### config.mk
export PLATFORM = sky130hd
export DESIGN_NAME = arbitro_prioridade_n
export DESIGN_NICKNAME = d
export VERILOG_FILES = /design/src/rtl/arbitro_prioridade_n.sv
export SDC_FILE = /design/constraint.sdc
export NUM_CORES = 1
export LEC_CHECK = 0
export BUFFER_PORTS_ARGS = -buffer_cell sky130_fd_sc_hd__buf_2
export CORE_AREA = 2 2 39 41
export CTS_BUF_LIST = sky130_fd_sc_hd__clkbuf_4 sky130_fd_sc_hd__clkbuf_8
export DETAILED_ROUTE_END_ITERATION = 6
export DIE_AREA = 0 0 41 43
export PLACE_DENSITY_LB_ADDON = 0.1
export SLEW_MARGIN = 10
export SYNTH_ARGS = -nofsm -noshare
export SYNTH_HDL_FRONTEND = slang
export SYNTH_SLANG_ARGS = --single-unit
### constraint.sdc
create_clock -name clk -period 2.7 [get_ports clk]
set_input_delay 0.27 -clock clk [delete_from_list [all_inputs] [get_ports clk]]
set_output_delay 0.27 -clock clk [all_outputs]
set_load 0.01 [all_outputs]
### src/rtl/arbitro_prioridade_n.sv
// -----------------------------------------------------------------------------
// arbitro_prioridade_n
//   Sequential N-way arbiter. It issues a registered one-hot grant and keeps it
//   while the owner holds its request line. The winner is chosen by fixed
//   priority (bit 0 highest) or round-robin from a rotating pointer.
//   Optional build macro: ARB_TIMEOUT_EN. When it is defined, an owner that has
//   held the grant for HOLD_MAX cycles while others wait is pre-empted.
//
// Parameters
//   N         number of requesters (2..16)
//   HOLD_MAX  maximum hold time with waiting competitors (timeout build, >= 2)
// Ports
//   clk       rising-edge clock
//   rst       synchronous, active-high reset
//   req       request lines, bit 0 = highest fixed priority
//   mode      0 = fixed priority, 1 = round-robin
//   grant     registered one-hot grant, zero when idle
//   grant_id  index of the granted requester, zero when idle
//   busy      high whenever grant is non-zero
// -----------------------------------------------------------------------------
module arbitro_prioridade_n #(
  parameter  int N        = 3,
  parameter  int HOLD_MAX = 8,
  localparam int IW       = $clog2(N)
) (
  input  logic          clk,
  input  logic          rst,
  input  logic [N-1:0]  req,
  input  logic          mode,
  output logic [N-1:0]  grant,
  output logic [IW-1:0] grant_id,
  output logic          busy
);

  if (N < 2 || N > 16 || HOLD_MAX < 2) begin : g_param_check
    $error("arbitro_prioridade_n: N must be 2..16 and HOLD_MAX >= 2");
  end

  typedef enum logic {S_IDLE, S_GRANT} state_t;

  state_t          r_state;
  logic [N-1:0]    r_grant;
  logic [IW-1:0]   r_grant_id;
  logic            r_busy;
  logic [IW-1:0]   r_ptr;

  logic [N-1:0]    w_cand;
  logic            w_any;
  logic [IW-1:0]   w_win;
  logic            w_release;
  logic            w_timeout;
  logic            w_take;
  logic            w_drop;

  // First asserted candidate: ascending from 0 in fixed mode, from base with
  // wrap-around in round-robin mode.
  function automatic logic [IW-1:0] f_pick(input logic [N-1:0]  cand,
                                           input logic          rr,
                                           input logic [IW-1:0] base);
    logic          found;
    logic [IW-1:0] idx;
    int            j;
    found = 1'b0;
    idx   = '0;
    for (int k = 0; k < N; k++) begin
      j = rr ? (int'(base) + k) % N : k;
      if (!found && cand[j]) begin
        found = 1'b1;
        idx   = IW'(j);
      end
    end
    return idx;
  endfunction

  // The current owner never competes in the arbitration that replaces it, so
  // a released or pre-empted line only becomes eligible again next decision.
  // In IDLE r_grant is zero and every request competes.
  assign w_cand    = req & ~r_grant;
  assign w_any     = |w_cand;
  assign w_win     = f_pick(w_cand, mode, r_ptr);
  assign w_release = (r_state == S_GRANT) && !(|(req & r_grant));

`ifdef ARB_TIMEOUT_EN
  localparam int HW = $clog2(HOLD_MAX);
  localparam logic [HW-1:0] HCNT_SAT = HW'(HOLD_MAX - 1);

  logic [HW-1:0] r_hcnt;

  assign w_timeout = (r_state == S_GRANT) && (r_hcnt == HCNT_SAT) && w_any;
`else
  assign w_timeout = 1'b0;
`endif

  // New grant: from idle with any request, or on release/pre-emption with a
  // competitor waiting (no idle bubble). Drop to idle on release with nobody
  // else asking.
  assign w_take = ((r_state == S_IDLE) && w_any) ||
                  ((r_state == S_GRANT) && (w_release || w_timeout) && w_any);
  assign w_drop = w_release && !w_any;

  // NOTE: state registers use non-blocking assignments so every register sees
  // the pre-edge values of the others regardless of statement order.
  always_ff @(posedge clk) begin
    if (rst) begin
      r_state    <= S_IDLE;
      r_grant    <= '0;
      r_grant_id <= '0;
      r_busy     <= 1'b0;
      r_ptr      <= '0;
`ifdef ARB_TIMEOUT_EN
      r_hcnt     <= '0;
`endif
    end else if (w_take) begin
      r_state    <= S_GRANT;
      r_grant    <= {{(N-1){1'b0}}, 1'b1} << w_win;
      r_grant_id <= w_win;
      r_busy     <= 1'b1;
      // Pointer advances on every new grant, fixed mode included, so a mode
      // switch continues from the last winner.
      r_ptr      <= (w_win == IW'(N - 1)) ? '0 : w_win + 1'b1;
`ifdef ARB_TIMEOUT_EN
      r_hcnt     <= '0;
`endif
    end else if (w_drop) begin
      r_state    <= S_IDLE;
      r_grant    <= '0;
      r_grant_id <= '0;
      r_busy     <= 1'b0;
`ifdef ARB_TIMEOUT_EN
      r_hcnt     <= '0;
`endif
    end else if (r_state == S_GRANT) begin
`ifdef ARB_TIMEOUT_EN
      // Saturating hold count; with no competitor the owner keeps the grant.
      if (r_hcnt != HCNT_SAT) r_hcnt <= r_hcnt + 1'b1;
`endif
    end
  end

  assign grant    = r_grant;
  assign grant_id = r_grant_id;
  assign busy     = r_busy;

endmodule

# After elaboration in Yosys (flattened, before gate mapping)
# Cells that the tools add are included.
# totals
register_bits	8
latchBits	0
ramBits	0
romBits	0
in_bits	6
out_inout_bits	6
wordCells	58
memories	0
# op_classes
addsub	3
mul	0
div_mod_pow	3
order_cmp	3
n_eq_ne	1
n_shift	1
mux	24
bitwise_logic	4
n_reduce_logical	15
# ops
cell	n
32-bit by 4-bit < comparator with 1-bit output (second input constant)	3
32-bit two-way mux	3
32-bit by 3-bit remainder unit with 32-bit output (second input constant)	2
3-bit by 3-bit remainder unit with 32-bit output (second input constant)	1
2-bit two-way mux	6
1-bit two-way mux	10
1-bit logical AND	7
3-bit AND	2
1-bit binary-select mux with 2-bit select	3
3-bit two-way mux	2
3-bit OR reduction	2
1-bit zero test	4
2-bit by 1-bit adder with 3-bit output (second input constant)	1
2-bit by 2-bit adder with 3-bit output (second input constant)	1
3-bit NOT	1
1-bit by 2-bit << shifter with 3-bit output (first input constant)	1
2-bit by 1-bit adder with 2-bit output (second input constant)	1
2-bit == test (second input constant)	1
2-bit nonzero test	1
1-bit logical OR	1
1-bit NOT	1

# Depth between registers and ports, before layout
# Gate-level depths: netlist (run 1).
# depth
depth_word	14
depth_mapped	7
ltp_nobuf	7

# Worst setup path after synthesis (run 1)
# Ideal clock, no wire load.
# synth_path
kind	reg-to-reg
from	register r_ptr[0]
to	register r_grant[1], in the netlist grant[1]
setup_time_ns	0.117
arrival_time_ns	1.519
required_time_ns	2.583
slack_ns	1.064
path_stages_with_launch	7
n_path_buf	0
synth_period_minus_slack_ns	1.636
path_cell_list	dfxtp_1 > inv_1 > ha_1 > or2_2 > a21oi_1 > nor4_4 > a32o_2
# synth_between
elab_chain_len	14
elab_cells_between_ends	28
cone_classes	add/sub (2); div (3); shift (1); mux (18); reduce/logical (4)
# synth_lines
element	line_no	text
start: declaration	45	logic [IW-1:0] r_ptr;
start signal: assignment	120	r_ptr <= (w_win == IW'(N - 1)) ? '0 : w_win + 1'b1;
branches (longest 11 deep; another with 32-bit by 3-bit remainder unit with 32-bit output)	n/a	
2-bit two-way mux *	67	if (!found && cand[j]) begin
1-bit by 2-bit << shifter with 3-bit output *	115	r_grant <= {{(N-1){1'b0}}, 1'b1} << w_win;
3-bit two-way mux *	113	end else if (w_take) begin
end signal: assignment	115	
end: declaration	42	logic [N-1:0] r_grant;
# Mark *: on every way between the ends. The select of a mux whose other input is x is not followed.
# A chain may end at the register's enable or synchronous reset.

# Worst setup path in the final report (run 1)
# layout_path
from	register r_ptr[0]
to	register r_grant[0], in the netlist grant[0]
# Same word-level chain as after synthesis.

==> qor.yml, run 1 <==
outcome:
  outcome: "completed"
logic_synthesis:
  synth_top_area_share_pct: 35.07
  syn_avg_cell_area_um2: 8.782
  ys_types: 22
  synth_nets: 60
  synthArstFlopShare_pct: 0
  synth_common_cells: "dfxtp_1 (8), nand2_1 (6), a21oi_1 (5), inv_1 (5), nand3_1 (4)"
  synth_top_area_cell: "dfxtp_1"
  synth-edff-count: 0
  ys_seq_area_share_pct: 35.07
  synth.most_common_cell: "dfxtp_1"
  synth_area_leaders: "dfxtp_1 (35%), a21oi_1 (5.5%), ha_1 (5.5%)"
  yosys_warnings: 0
  ys_ff_latch: 8
  ys.flop_type: "dfxtp_1"
  netlist_area_um2: 456.7
  netlist_instances: 52
timing:
  tightest_slew_ps: 527.5
  slew_viol_final: 0
  rsz0062_at_grt: "no"
  max_slew_margin_pct: 64.46
  timing.final.crit_share_pct: 65.76
  clock.fmax_mhz: 563.2
  setup_tns_ps: 0
  fin_crit_ps: 1776
  setup-violations-final: 0
  finalHoldViolations: 0
  clock_skew_ps: 4.501
worst_setup_path:
  cp_slowest_cell: "dfxtp_1"
  worstPathRequired_ps: 2860
  crit_buf_inv: 1
  critPathMaxFanout: 5
  start_kind: "flip-flop"
  arrival_ps: 1940
  worst-setup-path-type: "reg -> reg"
  cp_top_family: "compound AO/OA/AOI/OAI gates"
  crit_path_end_kind: "flip-flop"
  slowest_delay_ps: 350
  cp_cell_sequence: "inv_1 > ha_1 > or2_2 > a21oi_1 > nor4_4 > o32ai_1"
clocking:
  postCtsResizedCells: 0
  clk_pin_slew_ps: 60
  postCtsSetupBuffers: 0
  cts.sinks: 8
  cts_root_buf: "clkbuf_4"
  cts_max_path_buffers: 2
  htree_levels: 1
  cts_made_buffers: 3
  cts_tree: "done"
  clk_latency_ps: 260
  ctsHoldBuffers: 0
power:
  pwr-share-comb_pct: 36.2
  p_sw_share_pct: 35.20
  p_clk_share_pct: 24.8
  p_sw_mw: 0.1349
  powerDensity_nw_per_um2: 696.3
  p_seq_share_pct: 38.9
  leakage_nw: 0.2495
  vdd_ir_drop_max_uv: 302.8
  intPower_mw: 0.2484
  power_mw: 0.3833
die:
  core_um2: 1384
  chipWidth_um: 41
  die_y_um: 43
  start_util_pct: 33.00
  pin_count: 12
  die-area_um2: 1763
  rows: 14
global_route:
  grt_util_all_layers_pct: 13.39
  grt_pass1_wl_mm: 1.566
  grt-ovfl-total: 0
  grt_max_degree: 9
  grt_pass1_vias: 376
  grt_antenna_before_repair: 0
route:
  wl_mm: 1.030
  firstDrtPassIters: 4
  vias_per_cell: 5.420
  ant_nets: 0
  drt_iter0_drc: 17
  vias: 439
  wl_per_cell_um: 12.72
  drc: 0
final_layout:
  design_area_um2: 550.5
  num_antenna_cells: 0
  drive_gt1_share_pct: 30.77
  fill_cells: 138
  area_growth_pct: 20.55
  instances_no_fill: 81
  fin_nets: 75
min_path:
  min-delay-path-class: "in -> reg"
placed_design:
  post_dp_cell_area_um2: 528.0
  dp_hpwl_um: 747.3
  io_buffers: 11
  place_inst: 78
  gp_congestion: 0.6918
flow_run:
  cap_violations: 0
worst paths after layout:
| kind | cells past startpoint | startpoint | slack [ps] | end |
|---|---|---|---|---|
| worst max-delay path | 6 | r_ptr[0] | 920 | grant[0] |
| worst min register to register | 2 | grant_id[1] | 460 | grant_id[1] |
| worst min-delay path | 2 | rst | 280 | busy |
| worst max register to register | 6 | r_ptr[0] | 920 | grant[0] |
cell families (layout without fill, tap and decap cells):
kind of cell | count (synthesis) | after routing | share of synthesized area (%)
adders and majority gates | 2 | 2 | 5.479
buffers and inverters | 6 | 19 | 4.931
and+or+nand+nor | 19 | 19 | 24.11
AOI/OAI and AO/OA | 15 | 15 | 26.02
muxes | 2 | 2 | 4.384
DFF | 8 | 8 | 35.07
cell type report:
class | count | area (um^2) | share of cell area (%)
Multi-Input combinational cell | 38 | 274.0 | 49.77
Timing Repair Buffer | 11 | 55.05 | 10.00
Sequential cell | 8 | 160.2 | 29.09
Inverter | 5 | 18.77 | 3.409
Clock buffer | 3 | 22.52 | 4.091
Tap cell | 16 | 20.02 | 3.636
metrics by stage:
step,utilization [%],hold WS [ps],worst slack [ps]
2_1_floorplan,-,466.2,1064
3_3_place_gp,38.16,449.5,911.6
3_5_place_dp,38.16,455.6,922.5
4_1_cts,39.78,275.0,911.7
5_1_grt,39.78,306.0,730.1
6_report,39.78,276.0,924.4
flip-flops by register name, indices dropped and copies added (netlist names):
register / cells
grant_id: 2
grant: 3
r_ptr: 2
busy: 1
cell usage in the layout, fill, tap and decap left out:
cell type and n:
o311a_1 1, or2b_2 1, nand2_1 6, nand3_1 4, o21ai_1 1, a22o_1 1, ha_1 2, a21oi_1 5
inv_1 5, a2111oi_2 1, mux2i_1 2, buf_2 11, nor4_4 1, a32o_2 2, or2_2 1, nand2b_1 3
dfxtp_1 8, clkbuf_4 3, o32ai_1 2, o21ai_0 1, a222oi_1 1, nor3_1 1, nor2_1 2
layer usage:
layer | routed length (um) | global-route usage, % | vias up
li1 | - | - | 223
met3 | 15 | 1.571 | 4
met5 | 0 | 0 | -
met1 | 458 | 17.53 | 206
met4 | 17 | 8.000 | 0
met2 | 539 | 20.00 | 6
power groups by stage:
stage / sequential (mW) / combinational (mW) / clock, mW
after detailed placement: 0.151 / 0.138 / 0
final: 0.149 / 0.139 / 0.0952
after floorplan: 0.155 / 0.0999 / 0
after CTS: 0.149 / 0.140 / 0.0994
after global routing: 0.152 / 0.153 / 0.103
after global placement: 0.151 / 0.138 / 0
No activity file was read; power rests on OpenSTA's default activity.
==> run 2, diff against run 1 <==
- ABC_AREA: default -> 1
- clock period: 2.7 -> 1.7 ns (I/O delays scaled with it)
==> run 2 against run 1 <==
Routed wire length grew 33%. Register-to-register slack lost 840 ps. Sequential share of layout area shrank 7.9 points. Utilization grew 16 points. Non-clock buffer count grew 4. Global-route usage grew 3.7 points. Design area grew 39%. Via count grew 35%. Combinational power grew to 6.1 times the previous value. Clock-buffer cell count is the same.
==> qor.yml, run 2 <==
min_path:
  hold-path-endpoint: "r_ptr[0]"
  whs_path_depth: 2  # unchanged
  hold_path.startpoint: "rst"
  min-delay-path-class: "in -> reg"
power:
  vdd_ir_drop_max_uv: 735.8  # +140%
  power_mw: 1.297  # +240%
  powerDensity_nw_per_um2: 1691  # +140%
  leakage_nw: 0.3607  # +45%
final_layout:
  final_util_pct: 55.43  # +16 points
  num_antenna_cells: 0  # unchanged
  final_common_cell: "nand2_1"
  final_cell_mix: "nand2_1 (21), buf_2 (11), inv_1 (9)"
  design_area_um2: 767.0  # +39%
  fin_nets: 112  # +49%
  area_growth_pct: 40.27
  drive_gt1_share_pct: 45.10  # +14 points
  largest_register_ff_count: 3  # unchanged
  fill_cells: 143  # +3.6%
placed_design:
  dp_hpwl_um: 984.5  # +32%
  io_buffers: 11  # unchanged
  dpl_worst_slack_ps: 30.08  # -892.4 ps
  gp_congestion: 0.7231  # +4.5%
  post_dp_cell_area_um2: 633.1  # +20%
timing:
  tightest_slew_ps: 225.0  # -302.4 ps
  max_slew_margin_pct: 84.98  # +21 points
  timing.final.crit_share_pct: 95.27  # +30 points
  clock.fmax_mhz: 617.4  # +9.6%
  finalHoldViolations: 0  # unchanged
  setup-violations-final: 0  # unchanged
  fin_crit_ps: 1620  # -155.9 ps
  fin_ws_ps: 80.35  # -844.1 ps
  setup_tns_ps: 0  # unchanged
  clock_skew_ps: 1.158  # -3.344 ps
  slew_viol_final: 0  # unchanged
logic_synthesis:
  ys_ff_latch: 8  # unchanged
  syn_avg_cell_area_um2: 6.433  # -27%
  synth_common_cells: "nand2_1 (26), inv_1 (10), a21oi_1 (8), dfxtp_1 (8), nand3_1 (8)"
  synthArstFlopShare_pct: 0  # unchanged
  yosys_warnings: 0  # unchanged
  synth-edff-count: 0  # unchanged
  synth_top_area_cell: "dfxtp_1"
  ys_seq_area_share_pct: 29.29  # -5.8 points
  synth_top_area_share_pct: 29.29  # -5.8 points
  synth.most_common_cell: "nand2_1"
  ys.flop_type: "dfxtp_1"
  netlist_instances: 85  # +63%
  netlist_area_um2: 546.8  # +20%
  synth_area_leaders: "dfxtp_1 (29%), nand2_1 (18%), a21oi_1 (7.3%)"
  synth_nets: 93  # +55%
  ys_types: 19  # -14%
worst_setup_path:
  cp_top_family: "simple AND/OR/NAND/NOR gates"
  critPathMaxFanout: 2  # -3
  r2r_setup_slack_ps: 80  # -840 ps
  rr_worst_depth: 12  # +6
  arrival_ps: 1750  # -190 ps
  cp_cell_sequence: "inv_1 > ha_4 > inv_4 > nand3_2 > nand2_2 > nand2_1 > nor2_2 > nand3_2 > nand2_2 > nor2_1 > nand3_1 > a21oi_1"
  crit_buf_inv: 2  # +1
  r2r_start: "r_ptr[0]"
  worstPathRequired_ps: 1830  # -1030 ps
  start_kind: "flip-flop"
  worst-setup-path-type: "reg -> reg"
  cp_slowest_cell: "dfxtp_2"
  crit_path_end_kind: "flip-flop"
  slowest_delay_ps: 320  # -30 ps
  worstReg2RegEnd: "grant[0]"
die:
  pin_count: 12  # unchanged
  die-area_um2: 1763  # unchanged
  rows: 14  # unchanged
  chipWidth_um: 41  # unchanged
  start_util_pct: 39.51  # +6.5 points
  die_y_um: 43  # unchanged
  core_um2: 1384  # unchanged
clocking:
  htree_levels: 1  # unchanged
  cts_root_buf: "clkbuf_4"
  cts_tree: "done"
  cts.sinks: 8  # unchanged
  clk_latency_ps: 240  # -20 ps
  cts_max_path_buffers: 2  # unchanged
  ctsHoldBuffers: 0  # unchanged
  cts_made_buffers: 3  # unchanged
  clk_pin_slew_ps: 50  # about the same
outcome:
  outcome: "completed"
route:
  drt_iter0_drc: 12  # -5
  drc: 0  # unchanged
  wl_mm: 1.370  # +33%
  vias_per_cell: 5.025  # -7.3%
  wl_per_cell_um: 11.61  # -8.7%
  vias: 593  # +35%
  firstDrtPassIters: 4  # unchanged
  ant_nets: 0  # unchanged
global_route:
  grt_antenna_before_repair: 0  # unchanged
  grt_util_all_layers_pct: 17.14  # +3.7 points
  grt-ovfl-total: 0  # unchanged
  grt_max_degree: 9  # unchanged
  grt_pass1_vias: 527  # +40%
  grt_pass1_wl_mm: 2.007  # +28%
flow_run:
  cap_violations: 0  # unchanged
run 2: power by group:
group	total, mW	leakage, nW	switching [mW]	internal (mW)
Sequential	0.309	0.0666	0.0511	0.258
Combinational	0.852	0.280	0.507	0.345
Clock	0.135	0.0138	0.0552	0.0801
Total	1.30	0.361	0.614	0.683
run 2: metal layers:
layer	track usage, %	share of wire [%]
met5	0	0
met4	12.00	0.73
met3	3.141	2.0
met2	27.50	55
met1	18.89	42
run 2: worst max-delay path by stage:
stage | startpoint | end | depth (start not counted)
after floorplan | r_ptr[0] | grant[0] | 12
after global placement | r_ptr[0] | r_ptr[0] | 12
after detailed placement | r_ptr[0] | r_ptr[0] | 12
after CTS | r_ptr[0] | r_ptr[0] | 12
after global routing | r_ptr[0] | grant[0] | 12
final | r_ptr[0] | grant[0] | 12
run 2: cell type report:
cell class,count,area (um^2),area share [%]
multi-input combinational,63,419.2,54.65
clock buffer,3,22.52,2.936
inverter,13,53.80,7.015
sequential,8,162.7,21.21
timing repair buffer,15,88.84,11.58
tap,16,20.02,2.610
run 2: through the flow:
step	std cells	hold WS, ps
finish	118	178.5
global route	118	181.6
CTS	116	173.6
detailed placement	113	440.7
global placement	113	437.3
floorplan	85	460.7
run 2: cell families after synthesis:
group,share of synthesized area [%]
and+or+nand+nor,42.10
buffers and inverters,9.611
AOI/OAI and AO/OA,14.42
DFF,29.29
adders and majority gates,4.576
run 2: what timing repair did:
action | 4_1_cts | 5_1_grt
endpoints found under the setup margin | 0 | 7
setup buffers | 0 | 2
resized for setup | 0 | 24
==> run 3, diff against run 2 <==
- clock period: 1.7 -> 1.95 ns (I/O delays scaled with it)
==> run 3 against run 2 <==
Non-clock buffer count fell by 4. Combinational power is 39% lower. Sequential share of layout area rose by 3.8 points. Utilization down 9.1 points. Clock-buffer cell count is the same. Routed wire length shrank 19%. Critical path type unchanged. Maximum frequency decreased by 6.4%. Total power is 30% lower. Cell count shrank 3.4%. Global-route usage is 1.7 points lower.
==> qor.yml, run 3 (synthesis results as in run 2) <==
outcome:
  outcome: "completed"
worst_setup_path:
  start_kind: "flip-flop"
  worstPathRequired_ps: 2080  # +250 ps
  arrival_ps: 1860  # +110 ps
  slowest_delay_ps: 350  # +30 ps
  cp_top_family: "simple AND/OR/NAND/NOR gates"
  r2r_setup_slack_ps: 220  # +140 ps
  critPathMaxFanout: 3  # +1
  path_common_cell: "nand2_1"
  crit_path_end_kind: "flip-flop"
  r2r_start: "r_ptr[0]"
  worst-setup-path-type: "reg -> reg"
  cp_cell_sequence: "inv_1 > ha_1 > inv_1 > nand2_1 > nand2_1 > nand2_1 > nor2_1 > nand3_1 > nand2_1 > nor2_1 > nand3_1 > a21oi_1"
  worstSetupStartpoint: "r_ptr[0]"
  cp_slowest_cell: "dfxtp_1"
  crit_buf_inv: 2  # unchanged
die:
  die-area_um2: 1763  # unchanged
  start_util_pct: 39.51  # unchanged
  die_y_um: 43  # unchanged
  core_um2: 1384  # unchanged
  pin_count: 12  # unchanged
  chipWidth_um: 41  # unchanged
  rows: 14  # unchanged
timing:
  finalHoldViolations: 0  # unchanged
  clock.fmax_mhz: 577.7  # -6.4%
  rsz0062_at_grt: "no"
  clock_skew_ps: 1.652  # +0.4938 ps
  fin_crit_ps: 1731  # +111.5 ps
  setup-violations-final: 0  # unchanged
  timing.final.crit_share_pct: 88.78  # -6.5 points
  max_slew_margin_pct: 85.96  # +0.97 points
  tightest_slew_ps: 210.5  # -14.58 ps
  setup_tns_ps: 0  # unchanged
  slew_viol_final: 0  # unchanged
power:
  powerDensity_nw_per_um2: 1409  # -17%
  vdd_ir_drop_max_uv: 531.5  # -28%
  power_mw: 0.9025  # -30%
  leakage_nw: 0.3268  # -9.4%
clocking:
  cts_tree: "done"
  cts_made_buffers: 3  # unchanged
  cts.sinks: 8  # unchanged
  cts_root_buf: "clkbuf_4"
  postCtsResizedCells: 0  # unchanged
  postCtsSetupBuffers: 0  # unchanged
  clk_pin_slew_ps: 50  # about the same
  ctsHoldBuffers: 0  # unchanged
  htree_levels: 1  # unchanged
  clk_latency_ps: 250  # about the same
  cts_max_path_buffers: 2  # unchanged
route:
  vias: 570  # -3.9%
  firstDrtPassIters: 6  # +2
  vias_per_cell: 5.000  # -0.51%
  wl_per_cell_um: 9.728  # -16%
  ant_nets: 0  # unchanged
  drc: 0  # unchanged
  drt_iter0_drc: 14  # +2
  wl_mm: 1.109  # -19%
final_layout:
  num_antenna_cells: 0  # unchanged
  final_cell_mix: "nand2_1 (26), buf_2 (11), inv_1 (10)"
  fin_nets: 108  # -3.6%
  final_common_cell: "nand2_1"
  area_growth_pct: 17.16
  fill_cells: 156  # +9.1%
  regArea_um2: 160.2  # -1.5%
  design_area_um2: 640.6  # -16%
  instances_no_fill: 114  # -3.4%
  multi_input_area_um2: 334.1  # -20%
  largest_register_ff_count: 3  # unchanged
  drive_gt1_share_pct: 26.53  # -19 points
min_path:
  hold_path.startpoint: "rst"
  min-delay-path-class: "in -> reg"
global_route:
  grt_pass1_vias: 499  # -5.3%
  grt_pass1_wl_mm: 1.849  # -7.9%
  grt_antenna_before_repair: 0  # unchanged
  grt-ovfl-total: 0  # unchanged
  grt_max_degree: 9  # unchanged
  grt_util_all_layers_pct: 15.41  # -1.7 points
placed_design:
  io_buffers: 11  # unchanged
  gp_congestion: 0.7061  # -2.4%
  dp_hpwl_um: 916.9  # -6.9%
  post_dp_cell_area_um2: 618.1  # -2.4%
  place_inst: 111  # -1.8%
flow_run:
  cap_violations: 0  # unchanged
run 3: per-stage QoR:
step           setup slack [ps]  utilization (%)  hold WS [ps]
4_1_cts                   223.6            46.29         198.1
5_1_grt                   63.77            46.29         210.0
3_3_place_gp              244.0            44.67         449.2
6_report                  218.9            46.29         212.6
3_5_place_dp              243.5            44.67         462.3
2_1_floorplan             377.5                -         460.7
run 3: report_power, final:
| part | internal [mW] | switching (mW) |
|---|---|---|
| Sequential | 0.221 | 0.0404 |
| Clock | 0.0701 | 0.0511 |
| Combinational | 0.191 | 0.329 |
| Total | 0.482 | 0.421 |
run 3: area by class of cell:
type                            count  area share (%)
Multi-Input combinational cell     63           52.15
Sequential cell                     8           25.00
Timing Repair Buffer               11           8.594
Inverter                           13           7.617
Clock buffer                        3           3.516
Tap cell                           16           3.125
run 3: worst paths after layout:
check                endpoint  cells past startpoint
hold / removal       grant[1]                      2
setup reg to reg     grant[0]                     12
hold reg to reg   grant_id[1]                      2
setup / recovery     grant[0]                     12
run 3: routing by layer:
metal	up-vias	share of wire [%]	track usage [%]
met4	0	0.72	10.00
met2	7	51	23.13
met1	259	47	18.83
met3	2	1.5	3.141
li1	302	-	-
met5	-	0	0
